**config.mk**
```make
export PLATFORM = sky130hd
export DESIGN_NAME = ps2_dir_decoder
export DESIGN_NICKNAME = d
export VERILOG_FILES = /design/src/rtl/ps2_dir_decoder.sv
export SDC_FILE = /design/constraint.sdc
export NUM_CORES = 1
export LEC_CHECK = 0
export ABC_AREA = 1
export BUFFER_PORTS_ARGS = -buffer_cell sky130_fd_sc_hd__clkbuf_2
export CELL_PAD_IN_SITES_DETAIL_PLACEMENT = 0
export CELL_PAD_IN_SITES_GLOBAL_PLACEMENT = 2
export CORE_UTILIZATION = 37
export CTS_BUF_LIST = sky130_fd_sc_hd__clkbuf_16
export CTS_CLUSTER_DIAMETER = 150
export DETAILED_ROUTE_END_ITERATION = 12
export PLACE_DENSITY = 0.88
export SLEW_MARGIN = 0
export SYNTH_ARGS = -nofsm -noshare
export SYNTH_HDL_FRONTEND = slang
export SYNTH_SLANG_ARGS = --single-unit
export TNS_END_PERCENT = 100
```
**constraint.sdc**
```tcl
create_clock -name clock -period 3.21 [get_ports clock]
set_input_delay 0 -clock clock [delete_from_list [all_inputs] [get_ports clock]]
set_output_delay 0 -clock clock [all_outputs]
set_load 0.02 [all_outputs]
```
**src/rtl/ps2_dir_decoder.sv**
```systemverilog
// PS/2 scancode parser for the Pac-Man game: turns make/break/E0 byte sequences
// into a latched direction, a per-direction held mask and a pause toggle.
module ps2_dir_decoder #(
    parameter int TIMEOUT_CYCLES = 500000,
    parameter int CNT_W          = 20
) (
    input  logic       clock,
    input  logic       resetn,
    input  logic       key_strobe,
    input  logic [7:0] key_data,
    output logic [1:0] dir,
    output logic       dir_change,
    output logic [3:0] held,
    output logic       paused,
    output logic       timeout,
    output logic [1:0] dbg_state
);

    // Handshake: key_strobe is a one-cycle valid with no back-pressure; key_data
    // is only looked at while key_strobe=1 and every strobed byte is consumed.

    typedef enum logic [1:0] {
        S_IDLE      = 2'd0,
        S_GOT_E0    = 2'd1,
        S_GOT_F0    = 2'd2,
        S_GOT_E0_F0 = 2'd3
    } state_t;

    localparam logic [7:0]       CODE_E0 = 8'hE0;
    localparam logic [7:0]       CODE_F0 = 8'hF0;
    localparam logic [CNT_W-1:0] CNT_MAX = CNT_W'(TIMEOUT_CYCLES - 1);

    state_t           r_state;
    logic [CNT_W-1:0] r_cnt;
    logic [1:0]       r_dir;
    logic             r_dir_change;
    logic [3:0]       r_held;
    logic             r_paused;
    logic             r_p_held;
    logic             r_timeout;

    state_t           w_state_nxt;
    logic [CNT_W-1:0] w_cnt_nxt;
    logic [1:0]       w_dir_nxt;
    logic             w_dir_change_nxt;
    logic [3:0]       w_held_nxt;
    logic             w_paused_nxt;
    logic             w_p_held_nxt;
    logic             w_timeout_nxt;

    logic             w_dec_valid;
    logic             w_dec_ext;
    logic             w_dec_brk;
    logic [3:0]       w_lk;

    // Returns {is_dir, is_pause, dir[1:0]}; anything not listed is ignored.
    function automatic logic [3:0] f_lookup(input logic ext, input logic [7:0] code);
        logic [3:0] res;
        res = 4'b0000;
        case ({ext, code})
            {1'b1, 8'h75}, {1'b0, 8'h1D}: res = 4'b1000;
            {1'b1, 8'h72}, {1'b0, 8'h1B}: res = 4'b1001;
            {1'b1, 8'h6B}, {1'b0, 8'h1C}: res = 4'b1010;
            {1'b1, 8'h74}, {1'b0, 8'h23}: res = 4'b1011;
            {1'b0, 8'h4D}:                res = 4'b0100;
            default:                      res = 4'b0000;
        endcase
        return res;
    endfunction

    always_comb begin
        w_state_nxt      = r_state;
        w_cnt_nxt        = r_cnt;
        w_timeout_nxt    = 1'b0;
        w_dec_valid      = 1'b0;
        w_dec_ext        = 1'b0;
        w_dec_brk        = 1'b0;

        if (key_strobe) begin
            w_cnt_nxt = '0;
            case (r_state)
                S_IDLE: begin
                    if (key_data == CODE_E0) begin
                        w_state_nxt = S_GOT_E0;
                    end else if (key_data == CODE_F0) begin
                        w_state_nxt = S_GOT_F0;
                    end else begin
                        w_dec_valid = 1'b1;
                    end
                end
                S_GOT_E0: begin
                    if (key_data == CODE_F0) begin
                        w_state_nxt = S_GOT_E0_F0;
                    end else if (key_data != CODE_E0) begin
                        w_dec_valid = 1'b1;
                        w_dec_ext   = 1'b1;
                        w_state_nxt = S_IDLE;
                    end
                end
                S_GOT_F0: begin
                    if (key_data != CODE_F0) begin
                        w_dec_valid = 1'b1;
                        w_dec_brk   = 1'b1;
                        w_state_nxt = S_IDLE;
                    end
                end
                default: begin
                    w_dec_valid = (key_data != CODE_E0) && (key_data != CODE_F0);
                    w_dec_ext   = 1'b1;
                    w_dec_brk   = 1'b1;
                    w_state_nxt = S_IDLE;
                end
            endcase
        end else if (r_state != S_IDLE) begin
            // A stalled prefix must not swallow the next unrelated keystroke.
            if (r_cnt == CNT_MAX) begin
                w_state_nxt   = S_IDLE;
                w_cnt_nxt     = '0;
                w_timeout_nxt = 1'b1;
            end else begin
                w_cnt_nxt = r_cnt + CNT_W'(1);
            end
        end else begin
            w_cnt_nxt = '0;
        end
    end

    always_comb begin
        w_dir_nxt        = r_dir;
        w_dir_change_nxt = 1'b0;
        w_held_nxt       = r_held;
        w_paused_nxt     = r_paused;
        w_p_held_nxt     = r_p_held;
        w_lk             = f_lookup(w_dec_ext, key_data);

        if (w_dec_valid && w_lk[3]) begin
            if (w_dec_brk) begin
                w_held_nxt[w_lk[1:0]] = 1'b0;
            end else if (!r_held[w_lk[1:0]]) begin
                w_held_nxt[w_lk[1:0]] = 1'b1;
                if (!r_paused) begin
                    w_dir_nxt        = w_lk[1:0];
                    w_dir_change_nxt = 1'b1;
                end
            end
        end else if (w_dec_valid && w_lk[2]) begin
            if (w_dec_brk) begin
                w_p_held_nxt = 1'b0;
            end else if (!r_p_held) begin
                w_paused_nxt = ~r_paused;
                w_p_held_nxt = 1'b1;
            end
        end
    end

    always_ff @(posedge clock or negedge resetn) begin
        if (!resetn) begin
            r_state      <= S_IDLE;
            r_cnt        <= '0;
            r_dir        <= 2'b10;
            r_dir_change <= 1'b0;
            r_held       <= 4'b0000;
            r_paused     <= 1'b0;
            r_p_held     <= 1'b0;
            r_timeout    <= 1'b0;
        end else begin
            r_state      <= w_state_nxt;
            r_cnt        <= w_cnt_nxt;
            r_dir        <= w_dir_nxt;
            r_dir_change <= w_dir_change_nxt;
            r_held       <= w_held_nxt;
            r_paused     <= w_paused_nxt;
            r_p_held     <= w_p_held_nxt;
            r_timeout    <= w_timeout_nxt;
        end
    end

    assign dir        = r_dir;
    assign dir_change = r_dir_change;
    assign held       = r_held;
    assign paused     = r_paused;
    assign timeout    = r_timeout;
    assign dbg_state  = r_state;

endmodule
```
==> results.json <==
{
  "status": "completed",
  "h-tree-depth": 2,
  "hp-class": "in -> reg",
  "synth_cell_types": 33,
  "synth_top_family_by_area": "simple AND/OR/NAND/NOR gates",
  "ff2ff_path_depth": 10,
  "synthAdderAreaFrac_pct": 0.598,
  "synth_seq_cells": 32,
  "fin_area_um2": 2460,
  "synth_mux_area_share_pct": 0,
  "ios": 22,
  "power_density_nw_per_um2": 448,
  "yosysSeqAreaShare_pct": 38.4,
  "cp.depth": 10,
  "numCtsBuffers": 5,
  "p_leak_nw": 1.24,
  "cts_tree": "built",
  "nFillCells": 579,
  "avgSynthCellArea_um2": 7.63,
  "swShare_pct": 25.4,
  "crit_buf_inv": 2,
  "worst_slack_ns": 1.12,
  "crit_slowest_cell": "nand2_1",
  "dr.pass1.iters": 4,
  "antenna_cells": 0,
  "async_flop_share_pct": 100,
  "cp.arrival_ns": 2.25,
  "worstMarginPinSlew_ns": 0.794,
  "die-area_um2": 5960,
  "timing.final.crit_share_pct": 65.1,
  "synth_area_leaders": "dfrtp_1 37%, nand2_1 9.7%, nor2_1 8.3%, inv_1 5.6%, nand4_1 4.8%",
  "synth_nets": 286,
  "yosys-top-cells-count": "54 x nand2_1, 46 x nor2_1, 31 x dfrtp_1, 31 x inv_1, 16 x nand4_1",
  "pwr-share-comb_pct": 12.8,
  "end_kind": "flop",
  "cts_setup_buffers": 0,
  "r2r-start": "r_cnt[0]",
  "clkSlewWorstSetupHoldPaths_ns": 0.06,
  "postRouteWirelength_um": 4120,
  "grtUsageTotal_pct": 15.1,
  "wl_per_cell_um": 11.0,
  "port_buffers": 21,
  "overflow": 0,
  "hold_buffers": 1,
  "grt_pass1_wl_um": 7330,
  "worstReg2RegEnd": "r_cnt[4]",
  "crit_path_max_incr_delay_ns": 0.46,
  "drt-initial-drc-count": 84,
  "path_cells": "ha_1 > nand2_1 > nor2_2 > inv_1 > nor2_1 > nand4_1 > nand2_1 > inv_1 > o21ai_0 > nor2_1",
  "synth_compound_area_share_pct": 4.37,
  "ant_nets": 0,
  "die_w_um": 77.2,
  "place_ws_ns": 1.11,
  "multi_input_area_um2": 1130,
  "layout.area.seq_um2": 802,
  "drive_gt1_share_pct": 25.1,
  "worstSetupStartpoint": "r_cnt[0]",
  "yosysTopAreaCell": "dfrtp_1",
  "syn_area_um2": 2090,
  "whs_ns": 0.0461,
  "area_growth_pct": 17.7,
  "hpwl_um": 3240,
  "critPathTopFamily": "simple AND/OR/NAND/NOR gates",
  "required_ns": 3.37,
  "fin_skew_ns": 0.00849,
  "synth_simple_gate_area_share_pct": 45.4,
  "antenna_found_initial": 0,
  "grt_max_degree": 33,
  "crit_type": "reg -> reg",
  "crit_fanout": 15,
  "yosysMostFrequentCell": "nand2_1",
  "period_minus_slack_ns": 2.09,
  "postCtsResizedCells": 0,
  "yosysWarningCount": 0,
  "p_switching_mw": 0.279,
  "synthCells": 274,
  "rsz0062_at_grt": "no",
  "r2r_slack_ns": 1.12,
  "clkLatencyLatePin_ns": 0.27,
  "clkPwrFrac_pct": 48.1,
  "drc": 0,
  "p_int_mw": 0.822,
  "maxCapViolCount": 0,
  "synthFlopType": "dfrtp_1",
  "synthXorXnorAreaFrac_pct": 3.77,
  "startpoint_type": "flop",
  "routed-via-count": 1749,
  "synth_edf_count": 0,
  "cts_max_path_buffers": 2,
  "nets": 314,
  "rows": 27,
  "max_slew_margin_pct": 47.1,
  "power_frac_seq_pct": 39.1,
  "setup_violations": 0,
  "die_y_um": 77.2,
  "report.final.slew_viol_count": 0,
  "clock_sinks": 32,
  "core_um2": 5470,
  "hold_violations": 0,
  "start_util_pct": 38.2,
  "grt_pass1_vias": 1634,
  "endpoint": "r_cnt[4]",
  "gp_congestion": 0.795,
  "fmax_ghz": 0.478,
  "final_util_pct": 44.9,
  "ir_drop_mv": 0.239,
  "synth_top_area_share_pct": 37.1,
  "cts_root_buf": "clkbuf_16",
  "via_per_inst": 4.66,
  "tns_ns": 0,
  "placed_area_um2": 2280
}
[placed cells by master (no fill, tap or decap), drive strengths merged, types with 2 or more instances in the layout]
cell	count
inv	41
a21oi	3
nand4	19
dfrtp	31
xnor2	2
xor2	7
clkbuf	26
nor2	54
nor4	3
nand3	18
o21ai	9
nand2	67
nor3	9
[worst min-delay path: cells and delay by family]
family,cells,cell delay [ns]
AND/OR/NAND/NOR,1,0.07
buffers and inverters,1,0.13
AO/OA/AOI/OAI,1,0.07
[power groups by stage]
| stage | logic (mW) | clock network (mW) | registers (mW) |
|---|---|---|---|
| floorplan | 0.0871 | 0 | 0.445 |
| global placement | 0.142 | 0 | 0.437 |
| detailed placement | 0.141 | 0 | 0.438 |
| CTS | 0.142 | 0.539 | 0.431 |
| global route | 0.160 | 0.563 | 0.433 |
| finish | 0.142 | 0.530 | 0.430 |
[routing by layer]
layer / track usage (%) / routed length (um)
met5: 0 / 0
met4: 3.96 / 29
met3: 3.21 / 80
met2: 21.6 / 1700
met1: 22.8 / 2310
[cell families after synthesis]
family                   count (synthesis)
flip-flops                              32
AO/OA/AOI/OAI                           16
adder cells (fa/ha/maj)                  1
AND/OR/NAND/NOR                        174
XOR/XNOR                                 9
buffers and inverters                   42
[layout make-up]
| type | count | share of cell area [%] |
|---|---|---|
| multi-input combinational | 200 | 46.0 |
| sequential | 32 | 32.6 |
| inverter | 41 | 6.26 |
| clock buffer | 5 | 5.09 |
| timing repair buffer | 22 | 4.68 |
| tap | 72 | 3.66 |
| clock inverter | 3 | 1.73 |
[metrics by stage]
| step | instances | total power [mW] |
|---|---|---|
| after global routing | 375 | 1.16 |
| after global placement | 366 | 0.579 |
| final | 375 | 1.10 |
| after detailed placement | 366 | 0.579 |
| after CTS | 375 | 1.11 |
| after floorplan | 274 | 0.532 |
[worst min-delay path by stage]
stage               depth (start not counted)           end  slack [ns]       start
finish                                      3  dbg_state[1]        0.05  key_strobe
global route                                3  dbg_state[1]        0.06  key_strobe
CTS                                         3  dbg_state[1]        0.04  key_strobe
detailed placement                          1     r_cnt[15]        0.13      resetn
global placement                            1     r_cnt[15]        0.12      resetn
floorplan                                   0     async pin       -0.30      resetn
Note: power is estimated with default switching activity, not from simulation.
